==> src/rtl/toggle_handshake_responder_pkg.sv <==
// Shared types and defaults for the toggle-handshake receive link.
package toggle_handshake_responder_pkg;

  typedef enum logic {
    IDLE  = 1'b0,
    VALID = 1'b1
  } state_t;

  localparam int DEF_SYNC_STAGES = 2;
  localparam int DEF_DATA_W      = 4;
  localparam int DEF_CNT_W       = 8;
  localparam int MIN_SYNC_STAGES = 2;

endpackage

==> src/rtl/toggle_handshake_responder_sync.sv <==
// Toggle synchronizer plus flip detector; also usable on the initiator's ack return path.
module toggle_sync
  import toggle_handshake_responder_pkg::*;
#(
  parameter int SYNC_STAGES = DEF_SYNC_STAGES
) (
  input  logic clk,
  input  logic r,
  input  logic i_async,
  output logic sync_q,
  output logic chg
);

  // Fewer than two stages is not a synchronizer; silently raise to the floor.
  localparam int STAGES = (SYNC_STAGES < MIN_SYNC_STAGES) ? MIN_SYNC_STAGES : SYNC_STAGES;

  logic [STAGES-1:0] r_sync;
  logic              r_prev;
  logic              r_chg;

  // chg is registered, adding one edge so the total latency is STAGES+2 edges.
  always_ff @(posedge clk) begin
    if (r) begin
      r_sync <= '0;
      r_prev <= 1'b0;
      r_chg  <= 1'b0;
    end else begin
      r_sync <= {r_sync[STAGES-2:0], i_async};
      r_prev <= r_sync[STAGES-1];
      r_chg  <= r_sync[STAGES-1] ^ r_prev;
    end
  end

  assign sync_q = r_sync[STAGES-1];
  assign chg    = r_chg;

endmodule

==> src/rtl/toggle_handshake_responder.sv <==
// Receive end of a two-phase req/ack link: detects request flips, presents data via valid/ready.
module toggle_handshake_responder
  import toggle_handshake_responder_pkg::*;
#(
  parameter int SYNC_STAGES = DEF_SYNC_STAGES,
  parameter int DATA_W      = DEF_DATA_W,
  parameter int CNT_W       = DEF_CNT_W
) (
  input  logic              clk,
  input  logic              r,
  input  logic              req_tgl,
  input  logic [DATA_W-1:0] req_data,
  input  logic              ready,
  output logic              valid,
  output logic [DATA_W-1:0] data,
  output logic              ack_tgl,
  output logic [CNT_W-1:0]  event_count,
  output logic              busy,
  output logic              err
);

  logic w_sync_q;
  logic w_chg;

  toggle_sync #(.SYNC_STAGES(SYNC_STAGES)) u_sync (
    .clk     (clk),
    .r       (r),
    .i_async (req_tgl),
    .sync_q  (w_sync_q),
    .chg     (w_chg)
  );

  state_t            r_state, w_state_nxt;
  logic              r_valid, w_valid_nxt;
  logic [DATA_W-1:0] r_data,  w_data_nxt;
  logic              r_ack,   w_ack_nxt;
  logic [CNT_W-1:0]  r_cnt,   w_cnt_nxt;
  logic              r_err,   w_err_nxt;

  always_comb begin
    w_state_nxt = r_state;
    w_valid_nxt = r_valid;
    w_data_nxt  = r_data;
    w_ack_nxt   = r_ack;
    w_cnt_nxt   = r_cnt;
    w_err_nxt   = r_err;
    unique case (r_state)
      IDLE: begin
        if (w_chg) begin
          w_data_nxt  = req_data;
          w_valid_nxt = 1'b1;
          w_state_nxt = VALID;
        end
      end
      VALID: begin
        if (ready) begin
          w_ack_nxt = ~r_ack;
          w_cnt_nxt = r_cnt + CNT_W'(1);
          if (w_chg) begin
            w_data_nxt = req_data;  // back-to-back: next event takes the slot
          end else begin
            w_valid_nxt = 1'b0;
            w_state_nxt = IDLE;
          end
        end else if (w_chg) begin
          // Initiator flipped again before the ack; that flip is lost.
          w_err_nxt = 1'b1;
        end
      end
      default: w_state_nxt = IDLE;
    endcase
  end

  always_ff @(posedge clk) begin
    if (r) begin
      r_state <= IDLE;
      r_valid <= 1'b0;
      r_data  <= '0;
      r_ack   <= 1'b0;
      r_cnt   <= '0;
      r_err   <= 1'b0;
    end else begin
      r_state <= w_state_nxt;
      r_valid <= w_valid_nxt;
      r_data  <= w_data_nxt;
      r_ack   <= w_ack_nxt;
      r_cnt   <= w_cnt_nxt;
      r_err   <= w_err_nxt;
    end
  end

  assign valid       = r_valid;
  assign data        = r_data;
  assign ack_tgl     = r_ack;
  assign event_count = r_cnt;
  assign busy        = r_valid;
  assign err         = r_err;

  logic w_unused;
  assign w_unused = w_sync_q;

endmodule

==> config.mk <==
export PLATFORM = sky130hd
export DESIGN_NAME = toggle_handshake_responder
export DESIGN_NICKNAME = d
export VERILOG_FILES = /design/src/rtl/toggle_handshake_responder_pkg.sv /design/src/rtl/toggle_handshake_responder_sync.sv /design/src/rtl/toggle_handshake_responder.sv
export SDC_FILE = /design/constraint.sdc
export NUM_CORES = 1
export LEC_CHECK = 0
export CAP_MARGIN = 20
export CORE_MARGIN = 2
export CORE_UTILIZATION = 39
export DETAILED_ROUTE_END_ITERATION = 8
export GPL_ROUTABILITY_DRIVEN = 0
export MAX_ROUTING_LAYER = met4
export PLACE_DENSITY = 0.72
export SLEW_MARGIN = 30
export SYNTH_ARGS = -nofsm -noshare
export SYNTH_HDL_FRONTEND = slang
export SYNTH_SLANG_ARGS = --single-unit
==> constraint.sdc <==
create_clock -name clk -period 1.1 [get_ports clk]
set_clock_uncertainty 0.05 [all_clocks]
set_input_delay 0.11 -clock clk [delete_from_list [all_inputs] [get_ports clk]]
set_output_delay 0.11 -clock clk [all_outputs]
set_load 0.02 [all_outputs]
==> results by group, run 1 <==
Timing
  • Worst-margin pin slew: 0.265 ns
  • Unrepaired setup endpoints after global routing: true
  • WHS: 0.242 ns
  • Final setup viols: 5
  • Minimum clock period: 1.22 ns
  • Crit share post-route: 1.11
  • Final hold viol count: 0
  • Fin Setup TNS: -0.350 ns
  • Final worst-path setup slack: -0.121 ns
  • Fmax: 0.819 GHz
  • Max Slew Vio Count: 0
  • Rel. slew slack: 0.822

Clock network
  • CTS Buf Count: 3
  • Reg clk slew, reported paths: 0.12 ns
  • Root buffer cell: clkbuf_4
  • Clock Latency Late Sink: 0.29 ns
  • CTS sink cnt: 20
  • Longest Clk Path Bufs: 2
  • Hold Buf Count CTS: 0
  • CTS tree: done
  • H-tree levels: 1

Layout
  • Commonest non-fill, non-tap cell in the layout: buf_2
  • Fraction of layout cells with a size suffix above 1: 0.474
  • Area of the multi-input gates: 425 µm²
  • Final Core Density: 0.665
  • Commonest cells after routing, fill and taps aside: buf_2, dfxtp_1, a21oi_1, o21ai_0, dfxtp_4
  • Final net count: 124
  • Area Growth Syn to Fin: 56.3%
  • # diodes: 0
  • Number of fill cells in the layout: 152
  • Seq. cell area: 430 µm²

Yosys
  • Mean Syn Cell Area: 9.14 µm²
  • Cell Area, Synth: 758 µm²
  • Compound-Gate Fraction of Synth Area: 0.150
  • Simple-Gate Fraction of Synth Area: 0.219
  • Top cells by area, synth: dfxtp_1, a21oi_1, o21ai_0
  • Unique masters post-synth: 20
  • XOR/XNOR share of the synthesized area: 0.0462
  • Largest family of logic cells by synthesized area: simple AND/OR/NAND/NOR gates
  • Register area share after synthesis: 0.528
  • Top-area cell type share of the netlist area: 0.528
  • Syn Nets: 92
  • Post-synthesis cell count: 83
  • Synth area leader: dfxtp_1
  • Syn. warnings: 0
  • Multiplexer share of the synthesized area: 0
  • FF+latch count, synth: 20
  • Post-Synth Adder-Cell Area: 0.0165

Global routing
  • GRT overflow: 0
  • First-pass GRT wire length: 2490 µm
  • Vias in the first global route: 566
  • Initial antenna violation count: 0
  • Largest net degree at the start of global routing: 21
  • Total GRT Usage: 0.164

Run
  • Max-cap check violation count: 0

Worst setup path
  • Crit start category: register
  • Critical setup path kind: register to register
  • Worst Path Required: 1.29 ns
  • Critical path's top delay family: simple AND/OR/NAND/NOR gates
  • Worst path max stage delay: 0.49 ns
  • Crit-path cells: nand4_4, or4_4, a21oi_2
  • Worst path bufs/invs: 0
  • Crit. End Element: register
  • Worst path slowest cell: or4_4
  • Arr. time, crit path: 1.41 ns
  • Critical Path Fanout Max: 5

Run status
  • Status: finished, violations left
  • Failing checks: setup timing

Placement
  • Post-DP HPWL: 1080 µm
  • Port buffer count: 23

Route
  • Routed via count: 683
  • Drt drc: 0
  • Drt total wl: 1680 µm
  • Initial drt markers: 10
  • First-pass DRT Iterations: 4
  • Routed WL per cell: 12.1 µm
  • Post-DRT Antenna Nets: 0
  • Vias per inst: 4.91

Floorplanning
  • I/O Pins: 24
  • Rows: 15
  • Die Wd: 48.1 µm
  • Initial Util: 0.425
  • Die span in y: 48.1 µm
  • Total core area: 1780 µm²
  • Die area: 2310 µm²

Power
  • Leak: 0.000486 µW
  • Worst VDD drop: 0.000743 V
  • Pwr Density: 1140 nW/µm²

Worst hold path
  • Hold WC Path Type: input pin to register
## area by class of cell
cell class,instances,area share
clock buffer,4,0.0401
inverter,3,0.0116
multi-input combinational,56,0.359
sequential,20,0.363
tap,25,0.0264
timing repair buffer,31,0.200
## report_power, final
group,internal [µW],total (µW),switching [µW]
Clock,277,497,221
Combinational,60.9,117,56.2
Sequential,725,740,15.3
## final timing paths
path | start | to | slack (ns) | cells after the start
max | event_count[4] | event_count[7] | -0.12 | 3
min | ready | event_count[2] | 0.24 | 4
max reg2reg | event_count[4] | event_count[7] | -0.12 | 3
min reg2reg | u_sync.r_sync[0] | u_sync.r_sync[1] | 0.41 | 1
## registers in the layout, indices dropped and copies added (netlist names)
name	cells
data	4
u_sync.r_sync	2
r_state	1
u_sync.chg	1
ack_tgl	1
u_sync.r_prev	1
err	1
busy	1
event_count	8
## routing by layer
| metal | GRT usage | vias to the layer above | wire, µm |
|---|---|---|---|
| met5 | - | - | 0 |
| met4 | 0.0649 | 0 | 13 |
| met3 | 0.0444 | 2 | 76 |
| met2 | 0.259 | 18 | 861 |
| met1 | 0.198 | 315 | 728 |
| li1 | - | 348 | - |
## kinds of logic (layout without fill, tap and decap cells)
logic type,Yosys count,count (layout)
buffers and inverters,7,38
adder cells (fa/ha/maj),1,1
AND/OR/NAND/NOR,29,29
flip-flops,20,20
XOR/XNOR,4,4
AO/OA/AOI/OAI,22,22
## Yosys cell counts, drive strengths merged
| cell | number |
|---|---|
| or2b | 1 |
| or4 | 1 |
| xor2 | 2 |
| inv | 3 |
| nor2b | 4 |
| and2b | 1 |
| o22ai | 1 |
| a21oi | 12 |
| clkbuf | 3 |
| nand4 | 2 |
| ha | 1 |
| o21ai | 8 |
| or3 | 4 |
| o31ai | 1 |
| nand2 | 3 |
| buf | 1 |
| nor2 | 6 |
| nand3 | 7 |
| dfxtp | 20 |
| xnor2 | 2 |
## per-stage QoR
stage                     setup WS, ns  cells  instance area, µm²  power (µW)
after floorplan                -0.0830     83                 810         802
after detailed placement        -0.403    134                1120         870
final                           -0.121    139                1180        1350
after global routing            -0.157    139                1180        1430
after global placement          -0.335    134                1120         869
after CTS                       -0.125    139                1190        1370
## worst reg2reg max path, stage by stage (launching register included)
cell     delay [ns]
dfxtp_4        0.39
nand4_4        0.10
or4_4          0.49
a21oi_2        0.13
## what timing repair did
item | in CTS | in global routing
gates cloned | 0 | 0
pin swaps | 1 | 7
setup endpoints to repair | 25 | 22
resized for setup | 59 | 24
buffers inserted | 1 | 0
Power figures use the tool's default switching activity.
==> run 2: changes to the inputs <==
--- a/config.mk
+++ b/config.mk
@@ -7,11 +7,12 @@
 export LEC_CHECK = 0
 export CAP_MARGIN = 20
 export CORE_MARGIN = 2
-export CORE_UTILIZATION = 39
+export CORE_UTILIZATION = 42
+export CTS_BUF_LIST = sky130_fd_sc_hd__clkbuf_8
 export DETAILED_ROUTE_END_ITERATION = 8
 export GPL_ROUTABILITY_DRIVEN = 0
 export MAX_ROUTING_LAYER = met4
-export PLACE_DENSITY = 0.72
+export PLACE_DENSITY_LB_ADDON = 0.2
 export SLEW_MARGIN = 30
 export SYNTH_ARGS = -nofsm -noshare
 export SYNTH_HDL_FRONTEND = slang
==> results by group, run 2 (synthesis gave the netlist of run 1 again) <==
Global routing
  • Vias in the first global route: 682 (was 566)
  • Met2 Track Usage GR: 0.339 (was 0.259)
  • GRT overflow: 0 (unchanged)
  • Largest net degree at the start of global routing: 21 (unchanged)
  • GR peak layer: met2 (unchanged)
  • GRT met3 Usage: 0.0353 (was 0.0444)
  • GR Util met1: 0.221 (was 0.198)
  • Total GRT Usage: 0.195 (was 0.164)
  • Initial antenna violation count: 0 (unchanged)
  • First-pass GRT wire length: 2850 µm (was 2490 µm)

Route
  • Routed WL per cell: 12.4 µm (was 12.1 µm)
  • Routed via count: 709 (was 683)
  • Vias per inst: 4.99 (was 4.91)
  • Drt drc: 0 (unchanged)
  • First-pass DRT Iterations: 4 (unchanged)
  • Initial drt markers: 6 (was 10)
  • Post-DRT Antenna Nets: 0 (unchanged)
  • Drt total wl: 1760 µm (was 1680 µm)

Timing
  • Worst-margin pin slew: 0.225 ns (was 0.265 ns)
  • Crit share post-route: 1.12 (was 1.11)
  • Unrepaired setup endpoints after global routing: true (unchanged)
  • Final setup viols: 6 (was 5)
  • Minimum clock period: 1.23 ns (was 1.22 ns)
  • Final hold viol count: 0 (unchanged)
  • Final worst-path setup slack: -0.128 ns (was -0.121 ns)
  • Max Slew Vio Count: 0 (unchanged)
  • Fmax: 0.814 GHz (was 0.819 GHz)
  • Rel. slew slack: 0.850 (was 0.822)

Run status
  • Failing checks: setup timing (unchanged)
  • Status: finished, violations left (unchanged)

Layout
  • Area Growth Syn to Fin: 64.7% (was 56.3%)
  • # diodes: 0 (unchanged)
  • Final net count: 127 (was 124)
  • Final instance area: 1250 µm² (was 1180 µm²)
  • Non-Filler Instances: 142 (was 139)
  • Commonest cells after routing, fill and taps aside: dfxtp_1, clkbuf_2, a21oi_1, dfxtp_4, buf_4 (was buf_2, dfxtp_1, a21oi_1, o21ai_0, dfxtp_4)
  • Max reg flops: 8 (unchanged)
  • Fraction of layout cells with a size suffix above 1: 0.487 (was 0.474)
  • Final Core Density: 0.731 (was 0.665)
  • Commonest non-fill, non-tap cell in the layout: dfxtp_1 (was buf_2)

Clock network
  • Root buffer cell: clkbuf_8 (was clkbuf_4)
  • H-tree levels: 1 (unchanged)
  • Clock Latency Late Sink: 0.26 ns (was 0.29 ns)
  • CTS Buf Count: 3 (unchanged)
  • Reg clk slew, reported paths: 0.08 ns (was 0.12 ns)
  • CTS sink cnt: 20 (unchanged)
  • CTS tree: done (unchanged)
  • Hold Buf Count CTS: 0 (unchanged)
  • Longest Clk Path Bufs: 2 (unchanged)

Power
  • Worst VDD drop: 0.00103 V (was 0.000743 V)
  • Register share of total power: 0.464 (was 0.546)
  • Pwr Density: 1270 nW/µm² (was 1140 nW/µm²)
  • Logic pwr share: 0.079 (was 0.086)
  • Leak: 0.000494 µW (was 0.000486 µW)
  • Switching share of power: 0.198 (was 0.216)
  • Pwr Total: 1590 µW (was 1350 µW)
  • Int Pwr: 1270 µW (was 1060 µW)
  • Switching power: 315 µW (was 292 µW)
  • Power share of the clock group: 0.457 (was 0.367)

Placement
  • Port buffer count: 23 (unchanged)
  • Worst Setup Slack post-DPL: -0.387 ns (was -0.403 ns)
  • Post-DP Area: 1120 µm² (about the same)
  • Inst Count DP: 135 (was 134)
  • Post-DP HPWL: 1200 µm (was 1080 µm)

Floorplanning
  • Initial Util: 0.444 (was 0.425)
  • Total core area: 1710 µm² (was 1780 µm²)
  • Rows: 15 (unchanged)
  • Die Wd: 46.5 µm (was 48.1 µm)
  • I/O Pins: 24 (unchanged)
  • Die span in y: 46.5 µm (was 48.1 µm)
  • Die area: 2160 µm² (was 2310 µm²)

Run
  • Max-cap check violation count: 0 (unchanged)

Worst setup path
  • Critical setup path kind: register to register (unchanged)
  • Worst Path Required: 1.24 ns (was 1.29 ns)
  • Crit. End Element: register (unchanged)
  • Crit start category: register (unchanged)
  • Critical Path Fanout Max: 4 (was 5)
  • Arr. time, crit path: 1.37 ns (was 1.41 ns)

Worst hold path
  • Hold WC Path Type: input pin to register (unchanged)
## run 2: timing repair
item,4_1_cts,5_1_grt
pin swaps,4,8
endpoints found under the setup margin,25,23
buffers inserted,2,2
resized for setup,44,30
## run 2: critical path, cell delays in order, from the launching register on
cell,delay [ns]
dfxtp_4,0.37
nand4_4,0.12
or4_1,0.47
a21oi_1,0.14
## run 2: layer usage
metal	vias to the layer above	part of all wire
met1	333	0.42
met3	2	0.042
li1	357	-
met2	17	0.53
met5	-	0
met4	0	0.010
## run 2: worst paths after layout
check	start	end	slack [ns]	depth (start not counted)
worst max register to register	event_count[5]	event_count[7]	-0.13	3
worst max-delay path	event_count[5]	event_count[7]	-0.13	3
worst min-delay path	req_tgl	u_sync.r_sync[0]	0.35	2
worst min register to register	u_sync.r_sync[0]	u_sync.r_sync[1]	0.39	1
## run 2: cell type report
type / count / area (µm²)
Inverter: 3 / 11.3
Fill cell: 129 / 459
Tap cell: 25 / 31.3
Timing Repair Buffer: 34 / 269
Sequential cell: 20 / 428
Clock inverter: 1 / 30.0
Clock buffer: 3 / 41.3
Multi-Input combinational cell: 56 / 438
## run 2: metrics by stage
stage	setup TNS, ns	hold WS (ns)
after floorplan	-0.199	0.188
after global placement	-3.61	0.367
after detailed placement	-3.98	0.378
after CTS	-0.377	0.346
after global routing	-0.608	0.356
final	-0.328	0.347
## run 2: power groups by stage
stage | sequential (µW) | clock [µW] | combinational, µW
finish | 737 | 726 | 125
global route | 738 | 768 | 135
detailed placement | 754 | 0 | 118
global placement | 753 | 0 | 116
CTS | 736 | 734 | 117
floorplan | 762 | 0 | 39.5
==> patch 1, RTL diff (flow settings as in run 1) <==
The package constant `DEF_DATA_W` goes from 4 to 6.
--- a/src/rtl/toggle_handshake_responder_pkg.sv
+++ b/src/rtl/toggle_handshake_responder_pkg.sv
@@ -7,7 +7,7 @@
   } state_t;
 
   localparam int DEF_SYNC_STAGES = 2;
-  localparam int DEF_DATA_W      = 4;
+  localparam int DEF_DATA_W      = 6;
   localparam int DEF_CNT_W       = 8;
   localparam int MIN_SYNC_STAGES = 2;
 
Ports: changed (resized data and req_data); port bits go from 24 to 28. No check against the original RTL was run, so the function may have changed too.
==> patch 1 against run 1 <==
Count of clock-buffer cells in the layout unchanged; cell count up 12%; global-route usage up 0.35 points; combinational power up 29%; wire length up 25%; synthesized area up 9.2%; highest routed layer unchanged; sequential cell count up 2; largest cell class is now multi-input combinational cells; worst setup slack worse by 7.1 ps; non-clock buffer count up 6; final area up 11%; total power up 3.2%; the run still ends with negative setup slack left.
==> patch 1: results (changes against run 1) <==
* Wl on met1 at 910 um (+25%)
* Synth Instances at 91 (+9.6%)
* ClkCell Share at 0.0276 (-0.0125)
* DR vias at 802 (+17%)
* LEAKAGE at 0.525 nW (+8.0%)
* Setup ws final at -128 ps (-7.07 ps)
* Post-route setup TNS at -541 ps (-191 ps)
* Placed cell count at 148 (+10%)
* Status: finished, violations left
* # setup viols final at 12 (+7)
* Fin Hold WS at 252 ps (+10.1 ps)
* Vias in the first global route at 767 (+36%)
* WL met3 at 141 um (+86%)
* Setup WS pre-CTS at -405 ps (-2.42 ps)
* Largest net degree at the start of global routing at 23 (+9.5%)
* Final #Nets at 140 (+13%)
* Post-CTS Repair Setup Buffers at 3 (+2)
* Met1 Resource Use GR at 0.207 (+0.00865)
* Total GRT Usage at 0.167 (+0.00352)
* Peak VDD IR at 775 uV (+4.3%)
* Comb_multi_in at 62 (+11%)
* Net count after synthesis at 102 (+11%)
* Initial DRC Count at 6 (-4)
* Post-route cell area at 1310 um2 (+11%)
* CTS resizes at 60 (+1.7%)
* Largest cells by area after synthesis: dfxtp_1 (53%), a21oi_1 (8.5%), o21ai_0 (6.0%), nand3_1 (5.4%), nand4_2 (3.0%)
* Grt met3 use at 0.0455 (+0.00101)
* FFs & Latches at 22 (+10%)
* Signal buf overhead at 0.216 (+0.0168)
* Failing checks: negative setup slack
* Metal2 WL at 1030 um (+19%)
* Post-DP HPWL at 1330 um (+22%)
* Share of cells above drive strength 1 at 0.477 (+0.00288)
* Final wirelength at 2100 um (+25%)
* First-pass GRT wire length at 3240 um (+30%)
* Vias per cell at 5.17 (+5.3%)
* Max transition margin at 0.823 (about the same)
* Non-CTS buffers at 37 (+19%)
* Fillers at 167 (+9.9%)
* Port Buf Inserts at 27 (+17%)
* Seq/Total Area, Yosys at 0.532 (+0.00367)
==> patch 1: changes by cell type after synthesis <==
cell,delta
a21oi_1,+2
o21ai_0,+2
nand3_1,+2
dfxtp_1,+2
==> patch 1: cell families (layout without fill, tap and decap cells) <==
logic type	after synthesis	in the layout	synth area share
AND/OR/NAND/NOR	31	31	0.213
adder cells (fa/ha/maj)	1	1	0.0151
XOR/XNOR	4	4	0.0423
AO/OA/AOI/OAI	26	26	0.162
flip-flops	22	22	0.532
buffers and inverters	7	44	0.0363
==> patch 1: power breakdown <==
group | total, W | switching (W) | internal (W)
sequential | 0.000812 | 0.0000128 | 0.000799
combinational | 0.000151 | 0.0000773 | 0.0000739
clock | 0.000435 | 0.000234 | 0.000202
total | 0.00140 | 0.000324 | 0.00107
==> patch 2, RTL diff (config.mk and constraints of run 1) <==
Made on the original files. Register the output `err` once more; this adds one clock of latency there. The other outputs are not delayed to match.
--- a/src/rtl/toggle_handshake_responder.sv
+++ b/src/rtl/toggle_handshake_responder.sv
@@ -94,7 +94,9 @@
   assign ack_tgl     = r_ack;
   assign event_count = r_cnt;
   assign busy        = r_valid;
-  assign err         = r_err;
+  always_ff @(posedge clk) begin
+    err <= r_err;
+  end
 
   logic w_unused;
   assign w_unused = w_sync_q;
Formal check against the unedited RTL: not equivalent (a bounded check fails within 10 cycles, from zero or initial values).
==> patch 2 against run 1 <==
The flow still finishes with violations (negative setup slack); worst setup slack improved by 6.6 ps; wire length increased by 11%; critical path type unchanged; total power is 7.0% lower; sequential cell count grew 1; synthesized area rose by 2.6%; final area rose by 2.5%; first-iteration DRC count fell by 50%.
==> patch 2: results (changes against run 1) <==
* Net count after synthesis at 93 (+1.1%)
* Antenna fix cells at 0 (unchanged)
* Worst slew pin tran at 197 ps (-67.3 ps)
* Synth unique cells at 20 (unchanged)
* Vias per cell at 4.90 (-0.31%)
* Vias in the first global route at 702 (+24%)
* Initial antenna violation count at 0 (unchanged)
* Area after DPL at 1180 um2 (+5.4%)
* Status: finished, violations left
* LEAKAGE at 0.485 nW (-0.26%)
* Seq. pwr at 0.000771 W (+4.2%)
* Worst-path cell with the longest stage delay: or4_1
* Initial DRC Count at 5 (-5)
* Post-DP HPWL at 1290 um (+19%)
* Synth Flop Type: dfxtp_1
* # setup viols final at 6 (+1)
* Min-Delay Endpoint: u_sync.r_sync[0]
* Crit path max-delay family: simple AND/OR/NAND/NOR gates
* Number of flip-flops in the largest register at 8 (unchanged)
* Peak VDD IR at 674 uV (-9.3%)
* DR vias at 725 (+6.1%)
* Final wirelength at 1870 um (+11%)
* Mean Syn Cell Area at 9.26 um2 (+1.4%)
* Int Pwr at 0.000967 W (-9.0%)
* Yosys warnings at 0 (unchanged)
* Setup ws final at -114 ps (+6.56 ps)
* Hold_sp: req_tgl
* Largest cells by area after synthesis: dfxtp_1 (54%), a21oi_1 (7.7%), o21ai_0 (5.1%), nand3_1 (4.5%), nand4_2 (3.2%)
* Placed cell count at 142 (+6.0%)
* CP Max Fanout at 4 (-1)
* Final #Nets at 131 (+5.6%)
* Seq/Total Area, Yosys at 0.540 (+0.0121)
* Post-synth ARST share at 0 (unchanged)
* Post-synth top cells: dfxtp_1 (21), a21oi_1 (12), o21ai_0 (8)
* Initial DRT Pass Iterations at 4 (unchanged)
* Combinational cell power at 0.000125 W (+7%)
* Share of cells above drive strength 1 at 0.471 (-0.00261)
* Port Buf Inserts at 23 (unchanged)
* First-pass GRT wire length at 2990 um (+20%)
* Failing checks: negative setup slack
* Total GRT Usage at 0.162 (-0.00151)
* Crit Path Category: reg2reg
* Worst hold path depth at 2 (-2)
==> patch 2: changes by cell type after synthesis, sizes merged <==
cell   delta
dfxtp     +1
==> patch 2: worst max path at each step <==
stage               depth (start not counted)        endpoint
floorplan                                   3  event_count[7]
global placement                            4  event_count[7]
detailed placement                          4  event_count[7]
CTS                                         3  event_count[7]
global route                                4  event_count[6]
finish                                      3  event_count[7]
==> patch 2: routing by layer <==
layer / part of all wire / track usage / vias up
li1: - / - / 364
met1: 0.43 / 0.182 / 344
met2: 0.54 / 0.288 / 17
met3: 0.036 / 0.0247 / 0
met4: 0 / 0.0667 / 0
met5: 0 / - / -
==> patch 2: what timing repair did <==
action                                  in CTS  in global routing
pin swaps                                    1                  5
buffers inserted                             2                  1
gates resized for setup                     52                 29
endpoints found under the setup margin      25                 21
hold endpoints to repair                     0                  0
==> patch 2: stage by stage <==
step                power (W)  setup WS (ps)  hold slack (ps)  setup TNS (ps)
finish                0.00126           -114              311            -458
global route          0.00130           -154              320            -752
CTS                   0.00127           -121              303            -838
detailed placement   0.000910           -372              297           -3990
global placement     0.000907           -330              298           -3570
floorplan            0.000839          -83.0              188            -199
==> patch 2: area by class of cell <==
class | instances | area (um2)
Sequential cell | 21 | 448
Multi-Input combinational cell | 56 | 404
Tap cell | 27 | 33.8
Inverter | 3 | 11.3
Clock buffer | 4 | 26.3
Timing Repair Buffer | 37 | 292
Fill cell | 190 | 707
==> patch 2: kinds of logic (layout without fill, tap and decap cells) <==
group	count (synthesis)	in the layout	synth area share
xor gates and xnor gates	4	4	0.0450
DFF	21	21	0.540
and+or+nand+nor	29	29	0.214
AOI/OAI and AO/OA	22	22	0.146
buffers and inverters	7	44	0.0386
adders and majority gates	1	1	0.0161
